$ cat src/rtl/counter_seq_pkg.sv
// Shared types and default widths for the counter sequencer.
// Optional build macro: COUNTER_SEQ_SATURATE_EN (stop stepping at the count bound).
package counter_seq_pkg;

  localparam int CNT_W_DEF  = 10;
  localparam int STEP_W_DEF = 8;

  typedef enum logic [1:0] {
    IDLE  = 2'd0,
    CLEAR = 2'd1,
    RUN   = 2'd2,
    CHECK = 2'd3
  } state_e;

endpackage

$ cat src/rtl/counter_seq_shadow.sv
// Shadow copy of the counter: clear, +/-1 step and optional saturation.
// COUNTER_SEQ_SATURATE_EN defined: steps that would leave [0, 2^CNT_W-1] are suppressed.
module counter_seq_shadow
  import counter_seq_pkg::*;
#(
  parameter int CNT_W = CNT_W_DEF
) (
  input  logic             clk,
  input  logic             rst_n,
  input  logic             clr,
  input  logic             step,
  input  logic             dir,
  output logic [CNT_W-1:0] value,
  output logic             at_bound
);

  localparam logic [CNT_W-1:0] MAX_V  = {CNT_W{1'b1}};
  localparam logic [CNT_W-1:0] ZERO_V = {CNT_W{1'b0}};
  localparam logic [CNT_W-1:0] ONE_V  = {{(CNT_W-1){1'b0}}, 1'b1};

  logic [CNT_W-1:0] value_q;
  logic [CNT_W-1:0] value_d;
  logic             can_step_s;

  // Next shadow value; at_bound looks at the value after this cycle's update.
  always_comb begin
`ifdef COUNTER_SEQ_SATURATE_EN
    can_step_s = dir ? (value_q != MAX_V) : (value_q != ZERO_V);
`else
    can_step_s = 1'b1;
`endif
    value_d = value_q;
    if (clr) begin
      value_d = ZERO_V;
    end else if (step && can_step_s) begin
      value_d = dir ? (value_q + ONE_V) : (value_q - ONE_V);
    end else begin
      value_d = value_q;
    end
    at_bound = dir ? (value_d == MAX_V) : (value_d == ZERO_V);
  end

  // Shadow register.
  always_ff @(posedge clk or negedge rst_n) begin
    if (!rst_n) begin
      value_q <= ZERO_V;
    end else begin
      value_q <= value_d;
    end
  end

  assign value = value_q;

endmodule

$ cat src/rtl/counter_seq_ctrl.sv
// Command sequencer for the up/down counter: drives clear/enable/mode and checks readback.
// Optional build macro: COUNTER_SEQ_SATURATE_EN (RUN ends when the shadow hits its bound).
module counter_seq_ctrl
  import counter_seq_pkg::*;
#(
  parameter int CNT_W  = CNT_W_DEF,
  parameter int STEP_W = STEP_W_DEF
) (
  input  logic              clk,
  input  logic              rst,
  input  logic              cmd_valid,
  output logic              cmd_ready,
  input  logic              cmd_dir,
  input  logic [STEP_W-1:0] cmd_steps,
  input  logic              cmd_clear,
  input  logic              err_clr,
  input  logic [CNT_W-1:0]  cnt_value,
  output logic              cnt_mode,
  output logic              cnt_en,
  output logic              cnt_clr,
  output logic              busy,
  output logic              done,
  output logic              err
);

`ifdef COUNTER_SEQ_SATURATE_EN
  localparam logic SAT_EN = 1'b1;
`else
  localparam logic SAT_EN = 1'b0;
`endif
  localparam logic [STEP_W-1:0] STEP_ZERO = {STEP_W{1'b0}};
  localparam logic [STEP_W-1:0] STEP_ONE  = {{(STEP_W-1){1'b0}}, 1'b1};

  state_e              state_q, state_d;
  logic                dir_q, dir_d;
  logic [STEP_W-1:0]   steps_q, steps_d;
  logic                ready_q, ready_d;
  logic                cnt_mode_q, cnt_mode_d;
  logic                cnt_en_q, cnt_en_d;
  logic                cnt_clr_q, cnt_clr_d;
  logic                busy_q, busy_d;
  logic                done_q, done_d;
  logic                err_q, err_d;

  logic                accept_s;
  logic                mismatch_s;
  logic                sat_stop_s;
  logic                shadow_dir_s;
  logic                shadow_clr_s;
  logic                shadow_step_s;
  logic                at_bound_s;
  logic [CNT_W-1:0]    shadow_s;

  counter_seq_shadow #(.CNT_W(CNT_W)) u_shadow (
    .clk      (clk),
    .rst_n    (rst),
    .clr      (shadow_clr_s),
    .step     (shadow_step_s),
    .dir      (shadow_dir_s),
    .value    (shadow_s),
    .at_bound (at_bound_s)
  );

  // Shadow controls depend only on the current state, keeping at_bound loop-free.
  always_comb begin
    shadow_dir_s  = (state_q == IDLE) ? cmd_dir : dir_q;
    shadow_clr_s  = (state_q == CLEAR);
    shadow_step_s = (state_q == RUN);
  end

  // Next state, step counter, sticky error and the registered output values.
  always_comb begin
    accept_s   = cmd_valid && ready_q;
    sat_stop_s = SAT_EN && at_bound_s;
    mismatch_s = (state_q == CHECK) && (cnt_value != shadow_s);
    state_d    = state_q;
    dir_d      = dir_q;
    steps_d    = steps_q;
    case (state_q)
      IDLE: begin
        if (accept_s) begin
          dir_d   = cmd_dir;
          steps_d = cmd_steps;
          if (cmd_clear) begin
            state_d = CLEAR;
          end else if ((cmd_steps != STEP_ZERO) && !sat_stop_s) begin
            state_d = RUN;
          end else begin
            state_d = CHECK;
          end
        end else begin
          state_d = IDLE;
        end
      end
      CLEAR: begin
        if ((steps_q != STEP_ZERO) && !sat_stop_s) begin
          state_d = RUN;
        end else begin
          state_d = CHECK;
        end
      end
      RUN: begin
        if ((steps_q == STEP_ONE) || sat_stop_s) begin
          state_d = CHECK;
          steps_d = STEP_ZERO;
        end else begin
          state_d = RUN;
          steps_d = steps_q - STEP_ONE;
        end
      end
      CHECK: begin
        state_d = IDLE;
      end
      default: begin
        state_d = IDLE;
      end
    endcase

    // A mismatch in CHECK outranks a simultaneous err_clr.
    if (mismatch_s) begin
      err_d = 1'b1;
    end else if (err_clr) begin
      err_d = 1'b0;
    end else begin
      err_d = err_q;
    end

    ready_d    = (state_d == IDLE);
    busy_d     = (state_d != IDLE);
    cnt_en_d   = (state_d == RUN);
    cnt_clr_d  = (state_d == CLEAR);
    done_d     = (state_d == CHECK);
    cnt_mode_d = (state_d == RUN) ? dir_d : cnt_mode_q;
  end

  // FSM state, command latches and registered outputs.
  always_ff @(posedge clk or negedge rst) begin
    if (!rst) begin
      state_q    <= IDLE;
      dir_q      <= 1'b0;
      steps_q    <= STEP_ZERO;
      ready_q    <= 1'b1;
      busy_q     <= 1'b0;
      cnt_en_q   <= 1'b0;
      cnt_clr_q  <= 1'b0;
      done_q     <= 1'b0;
      cnt_mode_q <= 1'b0;
      err_q      <= 1'b0;
    end else begin
      state_q    <= state_d;
      dir_q      <= dir_d;
      steps_q    <= steps_d;
      ready_q    <= ready_d;
      busy_q     <= busy_d;
      cnt_en_q   <= cnt_en_d;
      cnt_clr_q  <= cnt_clr_d;
      done_q     <= done_d;
      cnt_mode_q <= cnt_mode_d;
      err_q      <= err_d;
    end
  end

  assign cmd_ready = ready_q;
  assign busy      = busy_q;
  assign cnt_en    = cnt_en_q;
  assign cnt_clr   = cnt_clr_q;
  assign done      = done_q;
  assign cnt_mode  = cnt_mode_q;
  assign err       = err_q;

endmodule

$ cat config.mk
export PLATFORM = sky130hd
export DESIGN_NAME = counter_seq_ctrl
export DESIGN_NICKNAME = d
export VERILOG_FILES = /design/src/rtl/counter_seq_pkg.sv /design/src/rtl/counter_seq_shadow.sv /design/src/rtl/counter_seq_ctrl.sv
export SDC_FILE = /design/constraint.sdc
export NUM_CORES = 1
export LEC_CHECK = 0
export CAP_MARGIN = 20
export CORE_MARGIN = 2
export CORE_UTILIZATION = 57
export DETAILED_ROUTE_END_ITERATION = 8
export PLACE_DENSITY = 0.85
export SYNTH_ARGS = -nofsm -noshare
export SYNTH_HDL_FRONTEND = slang
export SYNTH_SLANG_ARGS = --single-unit
$ cat constraint.sdc
create_clock -name clk -period 5.2 [get_ports clk]
set_input_delay 0.52 -clock clk [delete_from_list [all_inputs] [get_ports clk]]
set_output_delay 0.52 -clock clk [all_outputs]
set_load 0.02 [all_outputs]
Yosys cells after proc, flatten, opt, wreduce, memory -nomap -nowiden
Cells that the tools add are included.
W data, S select, Z words.
{"block": "totals", "rom_bits": 0, "mem_count": 0, "ramBits": 0, "latchBits": 0, "register_bits": 28, "wordCells": 51, "inputBits": 24}
{"block": "classes", "multipliers": 0, "n_mux": 17, "reduce_logical": 11, "eq_ne": 9, "n_bitwise": 0, "div_mod_pow": 0, "add_sub_neg": 3, "order_cmp": 0, "shifts": 0}
{"operator": "$mux W10", "n": 3}
{"operator": "$mux W8", "n": 2}
{"operator": "$pmux W8 S2", "n": 1}
{"operator": "$reduce_bool A8 Y1", "n": 2}
{"operator": "$add A10 B1 Y10 const B", "n": 1}
{"operator": "$ne A10 B10 Y1", "n": 1}
{"operator": "$sub A10 B1 Y10 const B", "n": 1}
{"operator": "$eq A2 B2 Y1 const B", "n": 4}
{"operator": "$eq A8 B1 Y1 const B", "n": 1}
{"operator": "$mux W1", "n": 8}
{"operator": "$pmux W2 S4", "n": 1}
{"operator": "$reduce_bool A2 Y1", "n": 4}
{"operator": "$sub A8 B1 Y8 const B", "n": 1}
{"operator": "$eq A2 B1 Y1 const B", "n": 2}
{"operator": "$logic_not A2 Y1", "n": 2}
{"operator": "$mux W2", "n": 2}
{"operator": "$logic_and A1 B1 Y1", "n": 2}
{"operator": "$ne A2 B2 Y1 const B", "n": 1}
{"operator": "$reduce_and A2 Y1", "n": 1}

Depth between registers and ports, before layout
Gate-level depths: netlist of the first run.
{"block": "logic_depth", "ltp_word": 6, "ltp_mapped": 11, "ltp_nobuf": 11}

Cells and area by module
From an unflattened synthesis of the first run, not the netlist that was laid out.
{"block": "unflattened", "hier_cells": 223, "area_unflattened_um2": 2087.0}
{"mod": "counter_seq_ctrl", "cells_each": 114, "area_each_um2": 1138.6, "n_inst": 1}
{"mod": "counter_seq_shadow", "cells_each": 109, "area_each_um2": 948.4, "n_inst": 1}

Least setup slack after synthesis of the first run
No wires, ideal clock.
{"block": "synth_path", "path_type": "reg2reg", "from": "reg state_q[0]", "to": "reg u_shadow.value_q[8] (netlist: u_shadow.value[8])", "setup_slack_ns": 2.623, "setup_ns": 0.122, "n_path_buf": 0, "t_arrival_ns": 2.455, "synth_period_minus_slack_ns": 2.577, "stages_incl_launch_ff": 11, "cell_sequence": "dfrtp_1 inv_1 ha_1 mux2_2 clkinv_1 xnor2_1 ha_1 or4_1 a31oi_1 xor2_1 o2bb2ai_1"}
{"block": "synth_via", "elab_chain_len": 5, "elab_cells_between_ends": 8, "classes_between": "2 x eq/ne; 4 x mux; 2 x reduce/logical"}
{"element": "start, declared", "line": "counter_seq_ctrl.sv:34", "text": "state_e state_q, state_d;"}
{"element": "start signal, assigned", "line": "counter_seq_ctrl.sv:150", "text": "state_q <= state_d;"}
{"element": "$logic_not A2 Y1", "line": "counter_seq_ctrl.sv:66", "text": "shadow_dir_s = (state_q == IDLE) ? cmd_dir : dir_q;"}
{"element": "$mux W1", "line": "counter_seq_ctrl.sv:66"}
{"element": "$mux W10", "line": "counter_seq_shadow.sv:36", "text": "value_d = dir ? (value_q + ONE_V) : (value_q - ONE_V);"}
{"element": "$mux W10", "line": "counter_seq_shadow.sv:35", "text": "end else if (step && can_step_s) begin"}
{"element": "$mux W10", "line": "counter_seq_shadow.sv:33", "text": "if (clr) begin"}
{"element": "end signal, assigned", "line": "counter_seq_shadow.sv:48", "text": "value_q <= value_d;"}
{"element": "end, declared", "line": "counter_seq_shadow.sv:21", "text": "logic [CNT_W-1:0] value_q;"}
Parallel ways exist; a longest one is shown, timed or not. The select of a mux whose other input is x is not followed.
A chain may end at the register's enable or synchronous reset.

Worst setup path after layout of the first run
Ends and elaborated chain as after synthesis.

==> results of run 1 <==
[report_power, final]
group	internal (mW)	leakage (nW)	switching (mW)	total, mW
sequential	0.218	0.332	0.00000000000000000756	0.218
clock	0.0301	0.0150	0.0651	0.0952
combinational	0.0187	0.551	0.00992	0.0286
[metal layers]
| metal | part of all wire | up-vias | track usage |
|---|---|---|---|
| met2 | 0.48 | 55 | 0.402 |
| met5 | 0 | - | 0 |
| met4 | 0.012 | 0 | 0.0807 |
| met1 | 0.45 | 743 | 0.314 |
| li1 | - | 768 | - |
| met3 | 0.062 | 6 | 0.0277 |
[cells in the mapped netlist (all sizes together) (5+ instances only)]
| cell type | count |
|---|---|
| nor4 | 8 |
| dfrtp | 27 |
| ha | 9 |
| nor2 | 13 |
| o2bb2ai | 9 |
| mux2i | 7 |
| nor3 | 6 |
| clkbuf | 6 |
| nand2 | 13 |
| xnor2 | 9 |
| nand4 | 5 |
| o21ai | 13 |
| inv | 15 |
| a22o | 6 |
[area by class of cell]
class                   instances  area (µm²)  share of cell area
flip-flops and latches         28         702               0.326
clock buffers                   4        26.3              0.0122
inverters                      16        60.1              0.0279
well taps                      44        55.1              0.0256
multi-input cells             143        1000               0.466
repair buffers                 31         308               0.143
[through the flow]
| step | worst slack, ns | cell area, µm² |
|---|---|---|
| detailed placement | 2.14 | 2130 |
| finish | 2.30 | 2150 |
| CTS | 2.30 | 2150 |
| global placement | 2.23 | 2130 |
| floorplan | 2.62 | 1840 |
| global route | 2.08 | 2150 |
[sequential cells by signal, summed over array words and instances (netlist names)]
name and count:
busy 1, cmd_ready 1, cnt_clr 1, cnt_en 1, cnt_mode 1, dir_q 1
done 1, err 1, state_q 2, steps_q 8, u_shadow.value 10
[cells by family (layout without fill, tap and decap cells)]
| family | count (synthesis) | in the layout |
|---|---|---|
| muxes | 11 | 11 |
| and+or+nand+nor | 59 | 59 |
| xor gates and xnor gates | 13 | 13 |
| AOI/OAI and AO/OA | 51 | 51 |
| DFF | 28 | 28 |
| buffers and inverters | 27 | 51 |
| adders and majority gates | 9 | 9 |
[final timing paths]
kind	slack, ns	to	start	depth (start not counted)
setup / recovery	2.30	u_shadow.value[8]	state_q[0]	10
max in group asynchronous	4.35	cmd_ready	rst	2
setup reg to reg	2.30	u_shadow.value[8]	state_q[0]	10
hold reg to reg	0.53	err	err	2
min in group clk	0.53	err	err	2
hold / removal	0.53	u_shadow.value[7]	rst	2
==> metrics, run 1 <==
Reg clk slew, reported paths 0.16 ns; compound-gate portion of the synthesized area 0.198; Worst setup SP type register; status finished clean; main combinational cell family by area after synthesis compound AO/OA/AOI/OAI gates; diode count 0; GR Overflow Total 0; fin cells 266; Final nets 256; Num CTS Buffers 3; mux contribution to synthesized area 0.0625; Die Wd 60.9 µm; critical path fanouts, max 10; initial core utilization 0.604; Worst Hold Class in2async; initial antenna violation count 0; Power Dens Cells 159 nW/µm²; Synth top area share 0.367; commonest non-fill, non-tap cell in the layout clkdlybuf4s50_1; hpwl dp 2.99 mm; WL/cell 14.9 µm; CTS tree done; average cell area after synthesis 9.31 µm²; Post-CTS Setup Inserts 0; htree depth 1; first-pass GRT wire length 6.58 mm; DRC 0; DRT Pass-1 Iters 6; Crit Path Category reg2reg; Worst-Margin Slew 0.944 ns; vias per inst 5.91; port bufs 30; synthesized area 1840 µm²; cell taking the most area after synthesis dfrtp_1; synth warn 0; Tmin final 2.90 ns; cell family with most CP delay simple AND/OR/NAND/NOR gates; Synth-to-Final Area Change 16.9%; most frequent cells in the layout clkdlybuf4s50_1 (30), dfrtp_1 (27), inv_1 (15), nand2_1 (13), nor2_1 (13); Skew-Pair Late Insertion Delay 0.33 ns; vias in the first global route 1504; CP most frequent cell ha_1; synthesis-stage register bit count 28; Hold WS 0.528 ns; final hold vios 0; CORE AREA 3050 µm²; WP buf/inv 2; Post-DRT Antenna Nets 0; Fmax achieved 0.345 GHz; hold_buf cts 0; Vert. Die Dim 60.9 µm; fin. max-slew vios 0; Final TNS setup 0 ns; Tcrit/Tclk final 0.558; Crit. End Element register; maximum vdd drop 0.106 mV; Post-synth EDFFs 0; Async SR Flop Fraction 1.00; final RePlAce weighted congestion 0.894; die area 3700 µm²; Boundary Pins 31; post-synthesis simple-gate area fraction 0.162; Crit path largest cell delay 0.52 ns; leakage 0.898 nW; fraction of layout cells with a size suffix above 1 0.0541; Clk Tree Root Cell clkbuf_4; routed via count 1572; total power 0.342 mW; fillers 244; cells after synthesis 198; max-cap viol count 0; clk buf depth 2; critical path's slowest cell or4_1; xor and xnor fraction of the mapped netlist area 0.0618; clock skew 0.0127 ns; Critical Path AT 3.14 ns; Mapped Nets 231; FP Rows 20; clk sinks 28; post-synth cell types 46; Worst Path Required 5.44 ns; relative slew slack 0.366; initial drt markers 74; dpl cells 262; post-CTS sizing 0; Util after Layout 0.706; GRT Total Usage 0.237; RSZ-0062 raised after global routing no; critical-path cell list inv_1 -> ha_1 -> mux2_2 -> clkinv_1 -> xnor2_1 -> ha_1 -> or4_1 -> a31oi_1 -> xor2_1 -> o2bb2ai_1; total wire length 3.96 mm; main flop type after synthesis dfrtp_1; ranking of synthesized cells by area dfrtp_1 (37%), ha_1 (6.1%), o2bb2ai_1 (4.3%), xnor2_1 (4.3%), mux2i_1 (3.8%); largest net degree at the start of global routing 29; number of setup violations in the final report 0; sequential share of the synthesized area 0.381; adder-cell area share of the yosys netlist 0.0611
(Power assumes the default switching activity.)
==> inputs of run 2 (changes only) <==
Settings changed: CORE_UTILIZATION 57 to 48, PLACE_DENSITY 0.85 to 0.76.
Clock period 5.2 ns to 2.6 ns, I/O delays scaled along.
==> metrics, run 2 (synthesized netlist as in run 1, its figures left out) <==
global route hottest layer met2; initial drt markers 109 (+47%); Worst-Margin Slew 0.620 ns (-0.324 ns); Synth-to-Final Area Change 26.0%; Reg clk slew, reported paths 0.10 ns (-0.06 ns); met2 usage 0.348 (-0.0540); CP most frequent cell ha_2; status finished clean; die area 4350 µm² (+17%); DRT Pass-1 Iters 4 (-2); Num CTS Buffers 3 (unchanged); clock skew 0.00255 ns (-0.0101 ns); initial antenna violation count 0 (unchanged); number of setup violations in the final report 0 (unchanged); diode count 0 (unchanged); Setup WS post-layout 0.123 ns (-2.18 ns); most frequent cells in the layout clkdlybuf4s50_1 (30), dfrtp_1 (27), inv_1 (14), nand2_1 (13), nor2_1 (13); Die Wd 66.0 µm (+8.4%); R2R depth 10 (unchanged); fin. max-slew vios 0 (unchanged); met3 Use GR 0.0187 (-0.00898); Fmax achieved 0.404 GHz (+17%); GRT Total Usage 0.213 (-0.0243); Crit. End Element register; worst slack, placed 0.0711 ns (-2.06 ns); Worst Path Required 2.77 ns (-2.67 ns); clk buf depth 2 (unchanged); first-pass GRT wire length 7.27 mm (+10%); Crit path largest cell delay 0.53 ns (about the same); critical path fanouts, max 5 (-5); hpwl dp 3.05 mm (+2.2%); total wire length 4.16 mm (+5.2%); largest net degree at the start of global routing 17 (-41%); fraction of layout cells with a size suffix above 1 0.134 (+0.0796); total power 0.842 mW (+150%); WL/cell 14.9 µm (-0.10%); Skew-Pair Late Insertion Delay 0.28 ns (-0.05 ns); vias per inst 5.71 (-3.4%); commonest non-fill, non-tap cell in the layout clkdlybuf4s50_1; critical-path cell list inv_2 -> ha_2 -> mux2_4 -> clkinvlp_4 -> xnor2_1 -> ha_2 -> or4_4 -> a31oi_4 -> xor2_1 -> o2bb2ai_1; critical path's slowest cell or4_4; Final TNS setup 0 ns (unchanged); max reg flops 10 (unchanged); CORE AREA 3690 µm² (+21%); grt met1 use 0.300 (-0.0138); Boundary Pins 31 (unchanged); vias in the first global route 1587 (+5.5%); Tcrit/Tclk final 0.953 (+0.395); Critical Path AT 2.65 ns (-0.49 ns); DRC 0 (unchanged); htree depth 1 (unchanged); final RePlAce weighted congestion 0.837 (-6.4%); port bufs 30 (unchanged); Power Dens Cells 363 nW/µm² (+130%); Worst setup SP type register; leakage 0.969 nW (+7.8%); FP Rows 22 (+10%); maximum vdd drop 0.230 mV (+120%); routed via count 1598 (+1.7%); clk sinks 28 (unchanged); CTS tree done; Final nets 266 (+3.9%); max-cap viol count 0 (unchanged); RSZ-0062 raised after global routing no; initial core utilization 0.500 (-0.104); final hold vios 0 (unchanged); relative slew slack 0.583 (+0.217); fin cells 280 (+5.3%); Hold WS 0.357 ns (-0.171 ns); GR Overflow Total 0 (unchanged); Clk Tree Root Cell clkbuf_8; Vert. Die Dim 66.0 µm (+8.4%); dpl cells 272 (+3.8%); Worst Hold Class in2async; Tmin final 2.48 ns (-0.423 ns); Post-DRT Antenna Nets 0 (unchanged); Crit Path Category reg2reg
run 2: repair_timing:
action | CTS | global route
hold endpoints to repair | 0 | 0
setup buffers | 0 | 4
resized for setup | 0 | 10
hold buffers | 0 | 0
setup endpoints to repair | 0 | 4
run 2: area by class of cell:
cell class / instances / area (µm²)
clock buffers: 3 / 41.3
flip-flops and latches: 28 / 702
clock inverters: 1 / 30.0
multi-input cells: 143 / 1040
fillers: 333 / 1370
well taps: 48 / 60.1
inverters: 16 / 63.8
repair buffers: 41 / 383
run 2: worst max-delay path: cells and delay by family, from the launching register on:
kind / cells / cell delay [ns]
simple gates: 1 / 0.53
flops: 1 / 0.43
fa+ha+maj: 2 / 0.40
mux: 1 / 0.32
compound gates: 2 / 0.26
xor+xnor: 2 / 0.24
buf+inv: 2 / 0.20
run 2: where the power goes:
part	total, mW	internal (mW)	leakage [nW]	switching [mW]
Sequential	0.435	0.435	0.332	0.0000000000000000159
Clock	0.349	0.206	0.0357	0.143
Combinational	0.0577	0.0374	0.601	0.0203
run 2: final timing paths:
path | start | end | slack [ns]
min reg2reg | cnt_mode | cnt_mode | 0.52
min | rst | busy | 0.36
max | state_q[0] | u_shadow.value[8] | 0.12
max in group asynchronous | rst | u_shadow.value[3] | 1.61
max reg2reg | state_q[0] | u_shadow.value[8] | 0.12
min in group clk | cnt_mode | cnt_mode | 0.52
run 2: stage by stage:
step,area (µm²),utilization
6_report,2320,0.630
5_1_grt,2320,0.630
4_1_cts,2250,0.610
3_5_place_dp,2180,0.591
3_3_place_gp,2180,0.591
2_1_floorplan,1840,-
run 2: per-layer routing:
metal / up-vias / part of all wire
li1: 783 / -
met2: 38 / 0.47
met1: 773 / 0.48
met5: - / 0
met3: 4 / 0.043
met4: 0 / 0.0087
==> inputs of run 3 (changes only) <==
Settings changed: GPL_TIMING_DRIVEN from default to 0.
==> metrics, run 3 (synthesized netlist as in run 1, its figures left out) <==
initial drt markers 77 (-29%); htree depth 1 (unchanged); max reg flops 10 (unchanged); critical path fanouts, max 9 (+4); Clk Tree Root Cell clkbuf_8; met3 Use GR 0.0307 (+0.0119); die area 4350 µm² (unchanged); dpl cells 277 (+1.8%); DRT Pass-1 Iters 4 (unchanged); DRC 0 (unchanged); clock skew 0.00187 ns (-0.000679 ns); Reg clk slew, reported paths 0.09 ns (about the same); Post-DRT Antenna Nets 0 (unchanged); fin cells 282 (+0.71%); max-cap viol count 0 (unchanged); GRT Total Usage 0.190 (-0.0226); maximum vdd drop 0.413 mV (+80%); net switching power 0.152 mW (-6.8%); initial antenna violation count 0 (unchanged); RR Endpoint u_shadow.value[8]; WL/cell 14.2 µm (-4.3%); clk sinks 28 (unchanged); clk buf depth 2 (unchanged); RR Startpoint state_q[1]; fin. max-slew vios 0 (unchanged); routed via count 1586 (-0.75%); number of setup violations in the final report 0 (unchanged); vias in the first global route 1460 (-8.0%); port bufs 30 (unchanged); leakage 0.984 nW (+1.6%); final RePlAce weighted congestion 0.882 (+5.4%); Internal 0.682 mW (+0.42%); GR Overflow Total 0 (unchanged); diode count 0 (unchanged); Tmin final 2.43 ns (-0.0435 ns); Worst setup SP type register; Crit. End Element register; Skew-Pair Late Insertion Delay 0.27 ns (about the same); Worst Path Required 2.76 ns (about the same); Power Dens Cells 356 nW/µm² (-1.9%); R2R depth 10 (unchanged); met2 usage 0.323 (-0.0253); Fmax achieved 0.411 GHz (+1.8%); Critical Path AT 2.60 ns (-0.05 ns); commonest non-fill, non-tap cell in the layout clkdlybuf4s50_1; Switching Share 0.182 (-0.0114); CORE AREA 3690 µm² (unchanged); most frequent cells in the layout clkdlybuf4s50_1 (30), dfrtp_1 (27), inv_1 (14), nand2_1 (13), nor2_1 (13); reg-to-reg setup timing slack 0.17 ns (+0.04 ns); largest net degree at the start of global routing 17 (unchanged); placed cell areas 2230 µm² (+2.4%); Tcrit/Tclk final 0.936 (-0.0167); Crit Path Category reg2reg; Worst-Margin Slew 0.713 ns (+0.0926 ns); Boundary Pins 31 (unchanged); Worst Hold Class in2async; CTS tree done; global route hottest layer met2; Num CTS Buffers 3 (unchanged); final hold vios 0 (unchanged); Vert. Die Dim 66.0 µm (unchanged); fraction of layout cells with a size suffix above 1 0.111 (-0.0225); Clock power frac 0.404 (-0.010); relative slew slack 0.523 (-0.0594); Synth-to-Final Area Change 27.2%; vias per inst 5.62 (-1.5%); design area 2340 µm² (+0.97%); Die Wd 66.0 µm (unchanged); status finished clean; first-pass GRT wire length 6.44 mm (-11%); Gate power share 0.074 (+0.005); sequential power share 0.522 (+0.005); initial core utilization 0.500 (unchanged); Final nets 268 (+0.75%); hpwl dp 3.04 mm (-0.33%); RSZ-0062 raised after global routing no; total wire length 4.01 mm (-3.6%); hold_buf cts 0 (unchanged); grt met1 use 0.259 (-0.0410); FP Rows 22 (unchanged); Hold WS 0.408 ns (+0.0509 ns)
[run 3: layout make-up]
cell class              count  area, µm²
well taps                  48       60.1
fillers                   327       1340
inverters                  16       65.1
clock buffers               3       41.3
flip-flops and latches     28        702
clock inverters             1       30.0
plain buffers              11       77.6
multi-input cells         143       1030
repair buffers             32        335
[run 3: power by group through the flow]
stage | Sequential [mW] | Clock [mW] | Combinational, mW
final | 0.435 | 0.337 | 0.0615
after global placement | 0.444 | 0 | 0.0567
after detailed placement | 0.444 | 0 | 0.0623
after global routing | 0.435 | 0.364 | 0.0667
after CTS | 0.435 | 0.354 | 0.0626
after floorplan | 0.444 | 0 | 0.00905
[run 3: layer usage]
layer,wire (µm),vias up
met4,27,0
met2,1880,30
met1,1960,756
met3,137,2
li1,-,798
met5,0,-
[run 3: what timing repair did]
action | CTS | global route
endpoints found under the setup margin | 4 | 3
setup buffers | 1 | 0
gates resized for setup | 5 | 4
gates cloned | 0 | 0
[run 3: through the flow]
step           setup TNS, ns  setup WS, ns  utilization  total power, mW
2_1_floorplan              0        0.0233            -            0.453
3_3_place_gp          -0.714        -0.250        0.597            0.500
3_5_place_dp          -0.809        -0.275        0.605            0.506
4_1_cts                    0        0.0594        0.631            0.852
5_1_grt                    0        0.0416        0.636            0.866
6_report                   0         0.166        0.636            0.834
[run 3: worst max path at each step]
| stage | to | from | depth (start not counted) |
|---|---|---|---|
| after floorplan | u_shadow.value[8] | state_q[0] | 10 |
| after global placement | u_shadow.value[8] | state_q[0] | 10 |
| after detailed placement | u_shadow.value[8] | state_q[0] | 10 |
| after CTS | u_shadow.value[8] | state_q[0] | 10 |
| after global routing | u_shadow.value[8] | state_q[1] | 10 |
| final | u_shadow.value[8] | state_q[1] | 10 |
[run 3: critical path: stages (launching register included)]
cell       delay [ns]
dfrtp_1          0.41
inv_1            0.11
ha_4             0.17
mux2_4           0.33
clkinv_4         0.09
xnor2_1          0.07
ha_2             0.20
or4_1            0.53
a31oi_2          0.19
xor2_1           0.16
o2bb2ai_1        0.07
